==> src/rtl/shift_sequencer.sv <==
// shift_sequencer: command-driven controller for a universal shift register (hold/shl/shr/load).
// Latency: LOAD/CLEAR keep busy for 2 cycles; SHL/SHR by N keep busy for N+1 cycles; done pulses in the last busy cycle.
// Backpressure: cmd_ready is high only in IDLE; a command offered while busy is dropped, not queued.
//
// Ports: clk; reset (async, active-low); cmd_valid/cmd_ready handshake carrying cmd_op, cmd_cnt,
//   cmd_fill and cmd_data; sin external serial fill; sr_o register contents in; sr_sel, sr_r and
//   sr_i drive the register (which captures on the falling edge); busy and done report status.
// Build option: define SHSEQ_SIN_EN so that fill 11 takes sin; without it, fill 11 shifts in zeros.
module shift_sequencer #(
   parameter int WIDTH = 8
) (
   input  logic                      clk,
   input  logic                      reset,
   input  logic                      cmd_valid,
   output logic                      cmd_ready,
   input  logic [1:0]                cmd_op,
   input  logic [$clog2(WIDTH)-1:0]  cmd_cnt,
   input  logic [1:0]                cmd_fill,
   input  logic [WIDTH-1:0]          cmd_data,
   input  logic                      sin,
   input  logic [WIDTH-1:0]          sr_o,
   output logic [1:0]                sr_sel,
   output logic                      sr_r,
   output logic [WIDTH-1:0]          sr_i,
   output logic                      busy,
   output logic                      done
);

   localparam int CW = $clog2(WIDTH);
   // One extra bit so a count of 0 can be stored as a full WIDTH shifts.
   localparam int RW = CW + 1;

   localparam logic [1:0] ST_IDLE  = 2'd0;
   localparam logic [1:0] ST_LOAD  = 2'd1;
   localparam logic [1:0] ST_SHIFT = 2'd2;
   localparam logic [1:0] ST_DONE  = 2'd3;

   localparam logic [1:0] OP_LOAD  = 2'd0;
   localparam logic [1:0] OP_SHL   = 2'd1;
   localparam logic [1:0] OP_SHR   = 2'd2;
   localparam logic [1:0] OP_CLEAR = 2'd3;

   localparam logic [1:0] FILL_ONE = 2'd1;
   localparam logic [1:0] FILL_ROT = 2'd2;
   localparam logic [1:0] FILL_SIN = 2'd3;

   logic [1:0]       state;
   logic [1:0]       op_q;
   logic [1:0]       fill_q;
   logic [WIDTH-1:0] data_q;
   logic [RW-1:0]    rem_q;
   logic             accept;
   logic             sin_fill;
   logic             unused_sr_o;

`ifdef SHSEQ_SIN_EN
   assign sin_fill = sin;
`else
   logic unused_sin;
   assign unused_sin = sin;
   assign sin_fill   = 1'b0;
`endif

   // Only the end bits of sr_o feed the rotate path; the rest are deliberately unused.
   assign unused_sr_o = ^sr_o;

   assign accept = cmd_valid && (state == ST_IDLE);

   always_ff @(posedge clk or negedge reset) begin
      if (!reset) begin
         state  <= ST_IDLE;
         op_q   <= OP_LOAD;
         fill_q <= 2'b00;
         data_q <= '0;
         rem_q  <= '0;
      end else begin
         case (state)
            ST_IDLE: begin
               if (accept) begin
                  op_q   <= cmd_op;
                  fill_q <= cmd_fill;
                  // CLEAR is a load of zero, so it shares the LOAD state.
                  data_q <= (cmd_op == OP_CLEAR) ? '0 : cmd_data;
                  rem_q  <= (cmd_cnt == '0) ? RW'(WIDTH) : RW'(cmd_cnt);
                  state  <= (cmd_op == OP_SHL || cmd_op == OP_SHR) ? ST_SHIFT : ST_LOAD;
               end
            end
            ST_LOAD: begin
               state <= ST_DONE;
            end
            ST_SHIFT: begin
               rem_q <= rem_q - 1'b1;
               if (rem_q == RW'(1)) begin
                  state <= ST_DONE;
               end
            end
            default: begin
               state <= ST_IDLE;
            end
         endcase
      end
   end

   // All outputs decode from state so reset forces them to their idle values immediately.
   always_comb begin
      cmd_ready = (state == ST_IDLE);
      busy      = (state != ST_IDLE);
      done      = (state == ST_DONE);
      sr_sel    = 2'b00;
      sr_r      = 1'b0;
      sr_i      = '0;
      case (state)
         ST_LOAD: begin
            sr_sel = 2'b11;
            sr_i   = data_q;
         end
         ST_SHIFT: begin
            sr_sel = (op_q == OP_SHL) ? 2'b01 : 2'b10;
            // Rotate feeds back the bit that is about to fall off the far end.
            case (fill_q)
               FILL_ONE: sr_r = 1'b1;
               FILL_ROT: sr_r = (op_q == OP_SHL) ? sr_o[WIDTH-1] : sr_o[0];
               FILL_SIN: sr_r = sin_fill;
               default:  sr_r = 1'b0;
            endcase
         end
         default: begin
         end
      endcase
   end

endmodule

==> config.mk <==
export PLATFORM = sky130hd
export DESIGN_NAME = shift_sequencer
export DESIGN_NICKNAME = d
export VERILOG_FILES = /design/src/rtl/shift_sequencer.sv
export SDC_FILE = /design/constraint.sdc
export NUM_CORES = 1
export LEC_CHECK = 0
export CAP_MARGIN = 10
export CELL_PAD_IN_SITES_DETAIL_PLACEMENT = 1
export CELL_PAD_IN_SITES_GLOBAL_PLACEMENT = 1
export CORE_UTILIZATION = 44
export CTS_BUF_LIST = sky130_fd_sc_hd__clkbuf_16
export CTS_CLUSTER_DIAMETER = 30
export DETAILED_ROUTE_END_ITERATION = 10
export DONT_BUFFER_PORTS = 1
export GPL_TIMING_DRIVEN = 0
export PLACE_DENSITY_LB_ADDON = 0.1
export SKIP_LAST_GASP = 1
export SLEW_MARGIN = 20
export SYNTH_ARGS = -nofsm -noshare
export SYNTH_HDL_FRONTEND = slang
export SYNTH_SLANG_ARGS = --single-unit
==> constraint.sdc <==
create_clock -name clk -period 2.05 [get_ports clk]
set_input_delay 0.205 -clock clk [delete_from_list [all_inputs] [get_ports clk]]
set_output_delay 0.205 -clock clk [all_outputs]
set_load 0.02 [all_outputs]
==> metrics.md, run 1 <==
| Metric | Value |
|---|---|
| Final min period | `1.87 ns` |
| Worst slew margin | `0.408` |
| Layout cells sized above 1 | `0.175` |
| Total core area | `0.00248 mm²` |
| Syn Nets | `158` |
| Setup Skew | `0.00201 ns` |
| Crit. End Element | `output port` |
| Seq pwr share | `0.299` |
| Yosys Warn Count | `0` |
| Status | `completed` |
| CTS Sinks | `18` |
| CTS max path bufs | `2` |
| WHS | `0.100 ns` |
| DRT antenna net count | `0` |
| Final Hold Vio Count | `0` |
| Root Driver | `clkbuf_16` |
| Critical path class | `register to output port` |
| Grt ovf | `0` |
| FF+latch count, synth | `18` |
| Vias in the first global route | `877` |
| Fin. max-slew vios | `0` |
| Ant diodes | `0` |
| Vias per inst | `5.53` |
| First-pass GRT wire length | `4.13 mm` |
| Max Clk Rate | `534 MHz` |
| DIE WIDTH | `53.3 µm` |
| Gpl congestion | `0.799` |
| Pin count of the biggest net entering global routing | `19` |
| Switching part of the total | `0.419` |
| Peak VDD IR | `0.000970 V` |
| Critical-path maximum fanout | `10` |
| P_leak | `0.000620 µW` |
| Rows | `18` |
| CTS tree | `built` |
| Cells after Synth | `121` |
| Avg Inst Size Synth | `9.56 µm²` |
| Final core utilization | `0.521` |
| Die Span Y | `53.3 µm` |
| Library cells used by synthesis | `34` |
| Initial Util | `0.467` |
| DR DRC count | `0` |
| Max-cap violation count | `0` |
| Full die area | `0.00284 mm²` |
| Final WL | `2.53 mm` |
| DR WL/cell | `16.2 µm` |
| Worst slew pin tran | `0.884 ns` |
| Combinational share of power | `0.520` |
| CTS H-Tree Depth | `1` |
| Nets | `164` |
| Layout area overhead | `11.6%` |
| Synthesized cell area | `0.00116 mm²` |
| Setup TNS | `0 ns` |
| Quantity of I/O buffers inserted on ports | `0` |
| Clock group share of total power | `0.181` |
| Clk_lat worst skew | `0.25 ns` |
| Initial antenna violation count | `0` |
| Tcrit/Tclk final | `0.913` |
| Filler Cell Count | `294` |
| I/O pin cnt | `41` |
| Clk slew on worst S/H paths | `0.05 ns` |
| Register area share after synthesis | `0.389` |
| Crit path required time | `1.85 ns` |
| Switch Pwr | `926 µW` |
| Num CTS Buffers | `3` |
| Setup violators final | `0` |
| Vias after detailed routing | `863` |
| Pint | `1280 µW` |
| Drt pass-1 iters | `4` |
| PwrDens | `1710 mW/mm²` |
| HPWL Detailed | `1.87 mm` |
| Crit path arrival time | `1.67 ns` |
| Iteration-0 DRC Markers | `11` |
| Unrepaired setup endpoints after global routing | `no` |
| Launching element type of the critical path | `register` |
| Worst hold path type | `primary input to register` |
| GRT Util Overall | `0.210` |
==> metrics by stage <==
step	setup WS, ns	power, µW	instances	instance area, µm²
5_1_grt	0.0203	2400	156	1290
4_1_cts	0.105	2230	156	1290
2_1_floorplan	0.403	1580	121	1160
6_report	0.178	2210	156	1290
3_5_place_dp	0.192	1800	151	1190
3_3_place_gp	0.258	1740	151	1190
==> cell usage after synthesis, drive strengths merged <==
master / count / area, µm²
a211o: 1 / 8.76
a21oi: 8 / 43.8
a2bb2oi: 1 / 8.76
a31oi: 1 / 6.26
and2: 8 / 50.1
and3: 1 / 6.26
buf: 3 / 21.3
clkbuf: 1 / 3.75
dfrtp: 18 / 450
ha: 10 / 125
inv: 9 / 36.3
mux2: 7 / 101
nand2: 12 / 47.6
nand2b: 9 / 63.8
nand3: 2 / 10.0
nand4: 1 / 6.26
nor2: 7 / 28.8
nor2b: 3 / 21.3
nor3: 3 / 20.0
nor3b: 1 / 7.51
nor4: 1 / 12.5
o21a: 1 / 7.51
o21ai: 11 / 55.1
o22a: 1 / 8.76
o22ai: 1 / 6.26
==> critical path, cell delays in order, from the launching register on <==
cell     delay (ns)
dfrtp_1        0.43
inv_1          0.12
ha_1           0.22
buf_2          0.24
nor3b_2        0.40
==> cells in the final DEF, fill, tap and decap left out, types with 3 or more instances in the layout <==
master and n:
and2_1 8, a21oi_1 7, o21ai_0 11, mux2_4 6, nor2_1 6, ha_1 10, nand2b_1 8, inv_1 8
clkbuf_16 3, dfrtp_1 18, nand2_1 11
==> flip-flops by register name (all words and copies together) (netlist names) <==
signal	cells
data_q	8
rem_q	4
fill_q	2
op_q	2
state	2
==> cell type report <==
class / instances / area, µm² / share of cell area
Tap cell: 30 / 37.5 / 0.0291
Buffer: 4 / 25.0 / 0.0194
Clock inverter: 1 / 3.75 / 0.00291
Timing Repair Buffer: 1 / 10.0 / 0.00775
Multi-Input combinational cell: 90 / 653 / 0.506
Sequential cell: 18 / 450 / 0.349
Clock buffer: 3 / 75.1 / 0.0581
Inverter: 9 / 36.3 / 0.0281
==> layer usage <==
metal / global-route usage / vias to the layer above / wire [µm]
li1: - / 418 / -
met4: 0.0965 / 0 / 35
met5: 0 / - / 0
met1: 0.253 / 422 / 1150
met3: 0.0489 / 5 / 84
met2: 0.346 / 18 / 1260
==> kinds of logic after synthesis <==
logic type,count (synthesis),synth area share
AOI/OAI and AO/OA,25,0.125
buffers and inverters,13,0.0530
muxes,7,0.0876
adders and majority gates,10,0.108
DFF,18,0.389
and+or+nand+nor,48,0.237
==> power by group through the flow <==
stage               Clock, µW  Sequential, µW  Combinational (µW)
floorplan                   0             625                 957
global placement            0             657                1080
detailed placement          0             668                1130
CTS                       404             664                1160
global route              427             693                1290
finish                    400             660                1150
==> final timing paths <==
kind	endpoint	from	cells past startpoint	slack, ns
max	sr_r	state[0]	4	0.18
min in group asynchronous	rem_q[0]	reset	1	0.52
min reg2reg	data_q[1]	data_q[1]	2	0.47
max in group asynchronous	data_q[5]	reset	1	0.98
min	data_q[4]	cmd_data[4]	2	0.10
max reg2reg	state[1]	state[0]	7	0.21
==> repair_timing <==
action,4_1_cts,5_1_grt
resized for setup,1,1
buffers inserted,0,0
endpoints found under the hold margin,18,0
endpoints found under the setup margin,1,1
hold buffers,1,0
(Power assumes the default switching activity.)
==> inputs of run 2 (changes only) <==
--- a/config.mk
+++ b/config.mk
@@ -15,6 +15,7 @@
 export DONT_BUFFER_PORTS = 1
 export GPL_TIMING_DRIVEN = 0
 export PLACE_DENSITY_LB_ADDON = 0.1
+export SETUP_SLACK_MARGIN = 0.5
 export SKIP_LAST_GASP = 1
 export SLEW_MARGIN = 20
 export SYNTH_ARGS = -nofsm -noshare
==> run 2 against run 1 <==
Compared with the run above: utilization up 7.4 points; register-to-register slack better by 0.31 ns; first-iteration DRC count down 18%; design area up 14%; combinational power up 35%; critical endpoint unchanged.
==> metrics.md, run 2 (synthesized netlist as in run 1, its figures left out) <==
| Metric | Value |
|---|---|
| Status | `completed` |
| Post-place setup slack | `0.367 ns (+0.175 ns)` |
| Rows | `18 (unchanged)` |
| Worst Path Buf+Inv | `0 (-2)` |
| WHS | `0.0968 ns (-0.00322 ns)` |
| Root Driver | `clkbuf_16` |
| CTS tree | `built` |
| Fin. max-slew vios | `0 (unchanged)` |
| Final setup margin | `0.488 ns (+0.310 ns)` |
| Num CTS Buffers | `3 (unchanged)` |
| Quantity of I/O buffers inserted on ports | `0 (unchanged)` |
| Setup TNS | `0 ns (unchanged)` |
| Critical path class | `register to output port` |
| Gpl congestion | `0.778 (-2.6%)` |
| Pint | `1540 µW (+20%)` |
| Max-cap violation count | `0 (unchanged)` |
| Pin count of the biggest net entering global routing | `19 (unchanged)` |
| Nets | `172 (+4.9%)` |
| Crit. End Element | `output port` |
| Worst slew margin | `0.418 (+0.00959)` |
| Final WL | `2.86 mm (+13%)` |
| Clock group share of total power | `0.155 (-0.026)` |
| Setup violators final | `0 (unchanged)` |
| Combinational share of power | `0.590 (+0.070)` |
| Most frequent cells in the layout | `dfrtp_1 (17), o21ai_0 (11), nand2_1 (10)` |
| HPWL Detailed | `1.82 mm (-2.8%)` |
| Critical-path maximum fanout | `3 (-7)` |
| CP max stage cell | `dfrtp_1` |
| P_leak | `0.000690 µW (+11%)` |
| Clk slew on worst S/H paths | `0.06 ns (about the same)` |
| Switch Pwr | `1080 µW (+17%)` |
| Total core area | `0.00248 mm² (unchanged)` |
| Crit path arrival time | `1.36 ns (-0.31 ns)` |
| Final Hold Vio Count | `0 (unchanged)` |
| Initial antenna violation count | `0 (unchanged)` |
| CTS Sinks | `18 (unchanged)` |
| Worst path cell trace | `nor2b_4 > mux2_4 > a21oi_4 > nor3b_4` |
| Layout cells sized above 1 | `0.306 (+0.131)` |
| First-pass GRT wire length | `4.60 mm (+12%)` |
| Biggest regs | `data_q (8), rem_q (4)` |
| Tcrit/Tclk final | `0.762 (-0.151)` |
| Vias per inst | `5.47 (-1.1%)` |
| Iteration-0 DRC Markers | `9 (-2)` |
| Worst hold path type | `primary input to register` |
| Initial Util | `0.467 (unchanged)` |
| Full die area | `0.00284 mm² (unchanged)` |
| Launching element type of the critical path | `register` |
| Seq pwr share | `0.255 (-0.044)` |
| Filler Cell Count | `287 (-2.4%)` |
| Worst slew pin tran | `0.870 ns (-0.0143 ns)` |
| DR DRC count | `0 (unchanged)` |
| Final min period | `1.56 ns (-0.310 ns)` |
| Final core utilization | `0.595 (+0.0742)` |
| Max reg flops | `8 (unchanged)` |
| Grt ovf | `0 (unchanged)` |
| Setup Skew | `0.00165 ns (-0.000364 ns)` |
| I/O pin cnt | `41 (unchanged)` |
| GRT Util Overall | `0.229 (+0.0189)` |
| Ant diodes | `0 (unchanged)` |
| Vias in the first global route | `958 (+9.2%)` |
| Crit path required time | `1.85 ns (about the same)` |
| Max Clk Rate | `640 MHz (+20%)` |
| PwrDens | `1780 mW/mm² (+4.0%)` |
| Unrepaired setup endpoints after global routing | `yes` |
| Peak VDD IR | `0.00116 V (+19%)` |
| DR WL/cell | `17.5 µm (+7.6%)` |
| Vias after detailed routing | `897 (+3.9%)` |
| Layout area overhead | `27.5%` |
| CTS H-Tree Depth | `1 (unchanged)` |
| Leading cell type in the layout, fill and taps excluded | `dfrtp_1` |
| Die Span Y | `53.3 µm (unchanged)` |
| Switching part of the total | `0.413 (-0.00612)` |
| Delay-heaviest family, CP | `flip-flops` |
| CTS max path bufs | `2 (unchanged)` |
| Crit-path max cell delay | `0.41 ns (-0.02 ns)` |
| DRT antenna net count | `0 (unchanged)` |
| Drt pass-1 iters | `2 (-2)` |
| Top reg by flops | `data_q` |
| Clk_lat worst skew | `0.25 ns (about the same)` |
| DIE WIDTH | `53.3 µm (unchanged)` |
[run 2: cell count changes in the layout (fill, tap and decap cells not counted), sizes merged]
| cell | before | now |
|---|---|---|
| buf | 3 | 11 |
[run 2: through the flow]
step	instance area (µm²)	power [µW]	instances
after floorplan	1170	1630	121
after global placement	1210	1780	151
after detailed placement	1210	1830	151
after CTS	1440	2530	162
after global routing	1480	2830	164
final	1480	2620	164
[run 2: path summary, 6_finish.rpt]
kind	to	cells past startpoint	slack, ns	from
worst min register to register	data_q[5]	2	0.48	data_q[5]
worst max register to register	rem_q[1]	8	0.52	state[1]
worst min-delay path	op_q[1]	1	0.1	cmd_op[1]
worst max-delay path	sr_r	4	0.49	op_q[1]
max in group asynchronous	state[1]	1	0.95	reset
min in group asynchronous	rem_q[1]	1	0.51	reset
[run 2: area by class of cell]
cell class | count | area (µm²) | area share
flip-flops and latches | 18 | 452 | 0.306
multi-input cells | 90 | 742 | 0.503
repair buffers | 9 | 73.8 | 0.0500
well taps | 30 | 37.5 | 0.0254
clock inverters | 1 | 3.75 | 0.00254
inverters | 9 | 43.8 | 0.0297
plain buffers | 4 | 47.5 | 0.0322
clock buffers | 3 | 75.1 | 0.0509
[run 2: timing repair]
item / 4_1_cts / 5_1_grt
setup buffers: 6 / 2
pin swaps: 4 / 6
hold endpoints to repair: 18 / 0
endpoints found under the setup margin: 27 / 23
resized for setup: 23 / 6
hold buffers: 1 / 0
[run 2: per-layer routing]
layer | up-vias | track usage | share of wire
met5 | - | 0 | 0
met4 | 0 | 0.0658 | 0.013
li1 | 430 | - | -
met3 | 5 | 0.0517 | 0.044
met2 | 22 | 0.385 | 0.49
met1 | 440 | 0.286 | 0.45
[run 2: power groups by stage]
stage | combinational (µW) | sequential [µW] | clock [µW]
floorplan | 1000 | 625 | 0
global placement | 1120 | 657 | 0
detailed placement | 1160 | 666 | 0
CTS | 1470 | 656 | 404
global route | 1710 | 693 | 428
finish | 1550 | 669 | 407
==> inputs of run 3 (changes only) <==
--- a/config.mk
+++ b/config.mk
@@ -8,7 +8,7 @@
 export CAP_MARGIN = 10
 export CELL_PAD_IN_SITES_DETAIL_PLACEMENT = 1
 export CELL_PAD_IN_SITES_GLOBAL_PLACEMENT = 1
-export CORE_UTILIZATION = 44
+export CORE_UTILIZATION = 41
 export CTS_BUF_LIST = sky130_fd_sc_hd__clkbuf_16
 export CTS_CLUSTER_DIAMETER = 30
 export DETAILED_ROUTE_END_ITERATION = 10
==> constraint.sdc (replaced) <==
create_clock -name clk -period 1.3 [get_ports clk]
set_input_delay 0.13 -clock clk [delete_from_list [all_inputs] [get_ports clk]]
set_output_delay 0.13 -clock clk [all_outputs]
set_load 0.02 [all_outputs]
==> run 3 against run 2 <==
Compared with the run above: the run now ends with negative hold slack, negative setup slack left; clock power rose by 59%; first-iteration DRC count is 130% higher; sequential power rose by 69%; die area grew 7.0%; via count is 11% higher; non-clock buffer count increased by 8; wire length increased by 22%; combinational power is 110% higher; sequential cell count is the same; global-route usage is 0.78 points higher; critical path depth increased by 3.
==> metrics.md, run 3 (synthesized netlist as in run 1, its figures left out) <==
| Metric | Value |
|---|---|
| Worst Setup EP | `rem_q[3]` |
| DR DRC count | `0 (unchanged)` |
| Clk slew on worst S/H paths | `0.06 ns (about the same)` |
| Status | `finished with violations` |
| Final Hold Vio Count | `18 (+18)` |
| Vias after detailed routing | `995 (+11%)` |
| P_leak | `0.000785 µW (+14%)` |
| R2R cell count | `7 (-1)` |
| CTS H-Tree Depth | `1 (unchanged)` |
| Max Clk Rate | `643 MHz` |
| Worst slew pin tran | `0.478 ns (-0.392 ns)` |
| DIE WIDTH | `55.1 µm (+3.5%)` |
| Worst hold path type | `primary input to asynchronous set/reset pin` |
| Total core area | `0.00257 mm² (+3.6%)` |
| Failing checks | `negative hold slack, negative setup slack` |
| WHS | `-0.179 ns (-0.276 ns)` |
| Seq pwr share | `0.227 (-0.028)` |
| CTS tree | `built` |
| Finished Layout Cells | `172 (+4.9%)` |
| First-pass GRT wire length | `4.71 mm (+2.4%)` |
| Setup crit start | `state[1]` |
| PwrDens | `2890 mW/mm² (+63%)` |
| Peak VDD IR | `0.00192 V (+66%)` |
| Crit-path max cell delay | `0.45 ns (+0.04 ns)` |
| DRT antenna net count | `0 (unchanged)` |
| Max reg flops | `8 (unchanged)` |
| Critical-path maximum fanout | `7 (+4)` |
| Top sig layer | `met4` |
| R2r endpoint | `rem_q[3]` |
| CTS max path bufs | `2 (unchanged)` |
| Num CTS Buffers | `3 (unchanged)` |
| Leading cell type in the layout, fill and taps excluded | `dfrtp_1` |
| Pin count of the biggest net entering global routing | `19 (unchanged)` |
| Layout area overhead | `47.9%` |
| Iteration-0 DRC Markers | `21 (+12)` |
| Final min period | `1.55 ns` |
| Vias in the first global route | `973 (+1.6%)` |
| Root Driver | `clkbuf_16` |
| Biggest regs | `data_q (8), rem_q (4)` |
| Max-cap violation count | `0 (unchanged)` |
| Placed Cells | `151 (unchanged)` |
| CTS Sinks | `18 (unchanged)` |
| Grt ovf | `0 (unchanged)` |
| Rows | `18 (unchanged)` |
| Critical path class | `register to register` |
| I/O pin cnt | `41 (unchanged)` |
| Switching part of the total | `0.419 (+0.00617)` |
| Pint | `2880 µW (+87%)` |
| Quantity of I/O buffers inserted on ports | `0 (unchanged)` |
| Initial antenna violation count | `0 (unchanged)` |
| Crit. End Element | `register` |
| Initial Util | `0.451 (-0.0164)` |
| Combinational share of power | `0.642 (+0.052)` |
| Final WL | `3.49 mm (+22%)` |
| Ant diodes | `0 (unchanged)` |
| DR WL/cell | `20.3 µm (+16%)` |
| Gpl congestion | `0.786 (+1.0%)` |
| HPWL Detailed | `1.99 mm (+9.6%)` |
| Clk_lat worst skew | `0.26 ns (about the same)` |
| Die Span Y | `55.1 µm (+3.5%)` |
| Nets | `180 (+4.7%)` |
| Crit path required time | `1.43 ns (-0.42 ns)` |
| Clock group share of total power | `0.131 (-0.024)` |
| Drt pass-1 iters | `4 (+2)` |
| Worst slew margin | `0.681 (+0.263)` |
| Top reg by flops | `data_q` |
| Reg2reg setup slack | `-0.25 ns (-0.77 ns)` |
| CP max stage cell | `dfrtp_2` |
| Launching element type of the critical path | `register` |
| Crit path arrival time | `1.69 ns (+0.33 ns)` |
| Reg2reg start | `state[1]` |
| Metal3 WL | `210 µm (+67%)` |
| Met2 Wirelength | `1.79 mm (+27%)` |
| Worst path cell trace | `inv_4 > ha_4 > buf_12 > nand2_8 > o22a_1 > nor2_1 > nor3_2` |
| Fin. max-slew vios | `0 (unchanged)` |
| Unrepaired setup endpoints after global routing | `yes` |
| Final setup margin | `-0.255 ns (-0.743 ns)` |
| Tcrit/Tclk final | `1.20` |
| Met1 wire length | `1.41 mm (+9.5%)` |
| Full die area | `0.00304 mm² (+7.0%)` |
| Most frequent cells in the layout | `dfrtp_1 (16), buf_4 (9), and2_4 (8), nand2b_1 (8), mux2_4 (7)` |
| Setup violators final | `30 (+30)` |
| Vias per inst | `5.78 (+5.8%)` |
| Switch Pwr | `2080 µW (+92%)` |
| # hold bufs at CTS | `1 (unchanged)` |
| Setup Skew | `0.00167 ns (+0.0000218 ns)` |
| Layout cells sized above 1 | `0.535 (+0.229)` |
| GRT Util Overall | `0.236 (+0.00783)` |
| Final core utilization | `0.667 (+0.0712)` |
## run 3: cell types whose count changed in the layout (fill, tap and decap cells not counted), sizes merged
cell	previous run	this run
dlygate4sd3	1	0
buf	11	19
clkbuf	4	5
## run 3: worst min path at each step
stage | cells after the start | end | from | slack, ns
2_1_floorplan | 0 | data_q[0] | reset | -0.17
4_1_cts | 1 | op_q[1] | cmd_op[1] | 0.02
3_3_place_gp | 0 | fill_q[0] | reset | -0.17
5_1_grt | 1 | data_q[3] | reset | -0.11
3_5_place_dp | 0 | fill_q[0] | reset | -0.17
6_report | 1 | rem_q[3] | reset | -0.18
## run 3: timing repair
action / in CTS / in global routing
gates cloned: 2 / 0
setup buffers: 13 / 1
endpoints found under the hold margin: 18 / 18
setup endpoints to repair: 32 / 50
pin swaps: 8 / 10
gates resized for setup: 28 / 41
## run 3: critical path: cells and delay by family, from the launching register on
family | cells | cell delay, ns
buffers and inverters | 2 | 0.25
AO/OA/AOI/OAI | 1 | 0.19
AND/OR/NAND/NOR | 3 | 0.34
adder cells (fa/ha/maj) | 1 | 0.19
flip-flops | 1 | 0.45
## run 3: stage by stage
step / worst slack (ns) / TNS, ns / power (µW) / cell area, µm² / hold WS, ns
floorplan: -0.176 / -1.02 / 2760 / 1230 / -0.166
global placement: -0.268 / -2.69 / 3030 / 1270 / -0.165
detailed placement: -0.316 / -3.82 / 3130 / 1270 / -0.165
CTS: -0.201 / -3.56 / 4470 / 1600 / 0.0204
global route: -0.280 / -4.76 / 5220 / 1710 / -0.115
finish: -0.255 / -3.79 / 4950 / 1710 / -0.179
## run 3: power by group through the flow
stage,Sequential [µW],Combinational (µW),Clock [µW]
2_1_floorplan,991,1770,0
3_3_place_gp,1030,1990,0
3_5_place_dp,1060,2080,0
4_1_cts,1060,2770,647
5_1_grt,1160,3400,666
6_report,1130,3180,649
## run 3: final cells by class
| type | count | area, µm² |
|---|---|---|
| fill | 275 | 856 |
| clock buffer | 3 | 75.1 |
| timing repair buffer | 17 | 149 |
| multi-input combinational | 90 | 872 |
| tap | 30 | 37.5 |
| buffer | 4 | 75.1 |
| clock inverter | 1 | 3.75 |
| inverter | 9 | 46.3 |
| sequential | 18 | 453 |
## run 3: per-layer routing
metal | up-vias | global-route usage
met1 | 497 | 0.284
li1 | 452 | -
met4 | 0 | 0.129
met3 | 7 | 0.0437
met5 | - | 0
met2 | 39 | 0.396
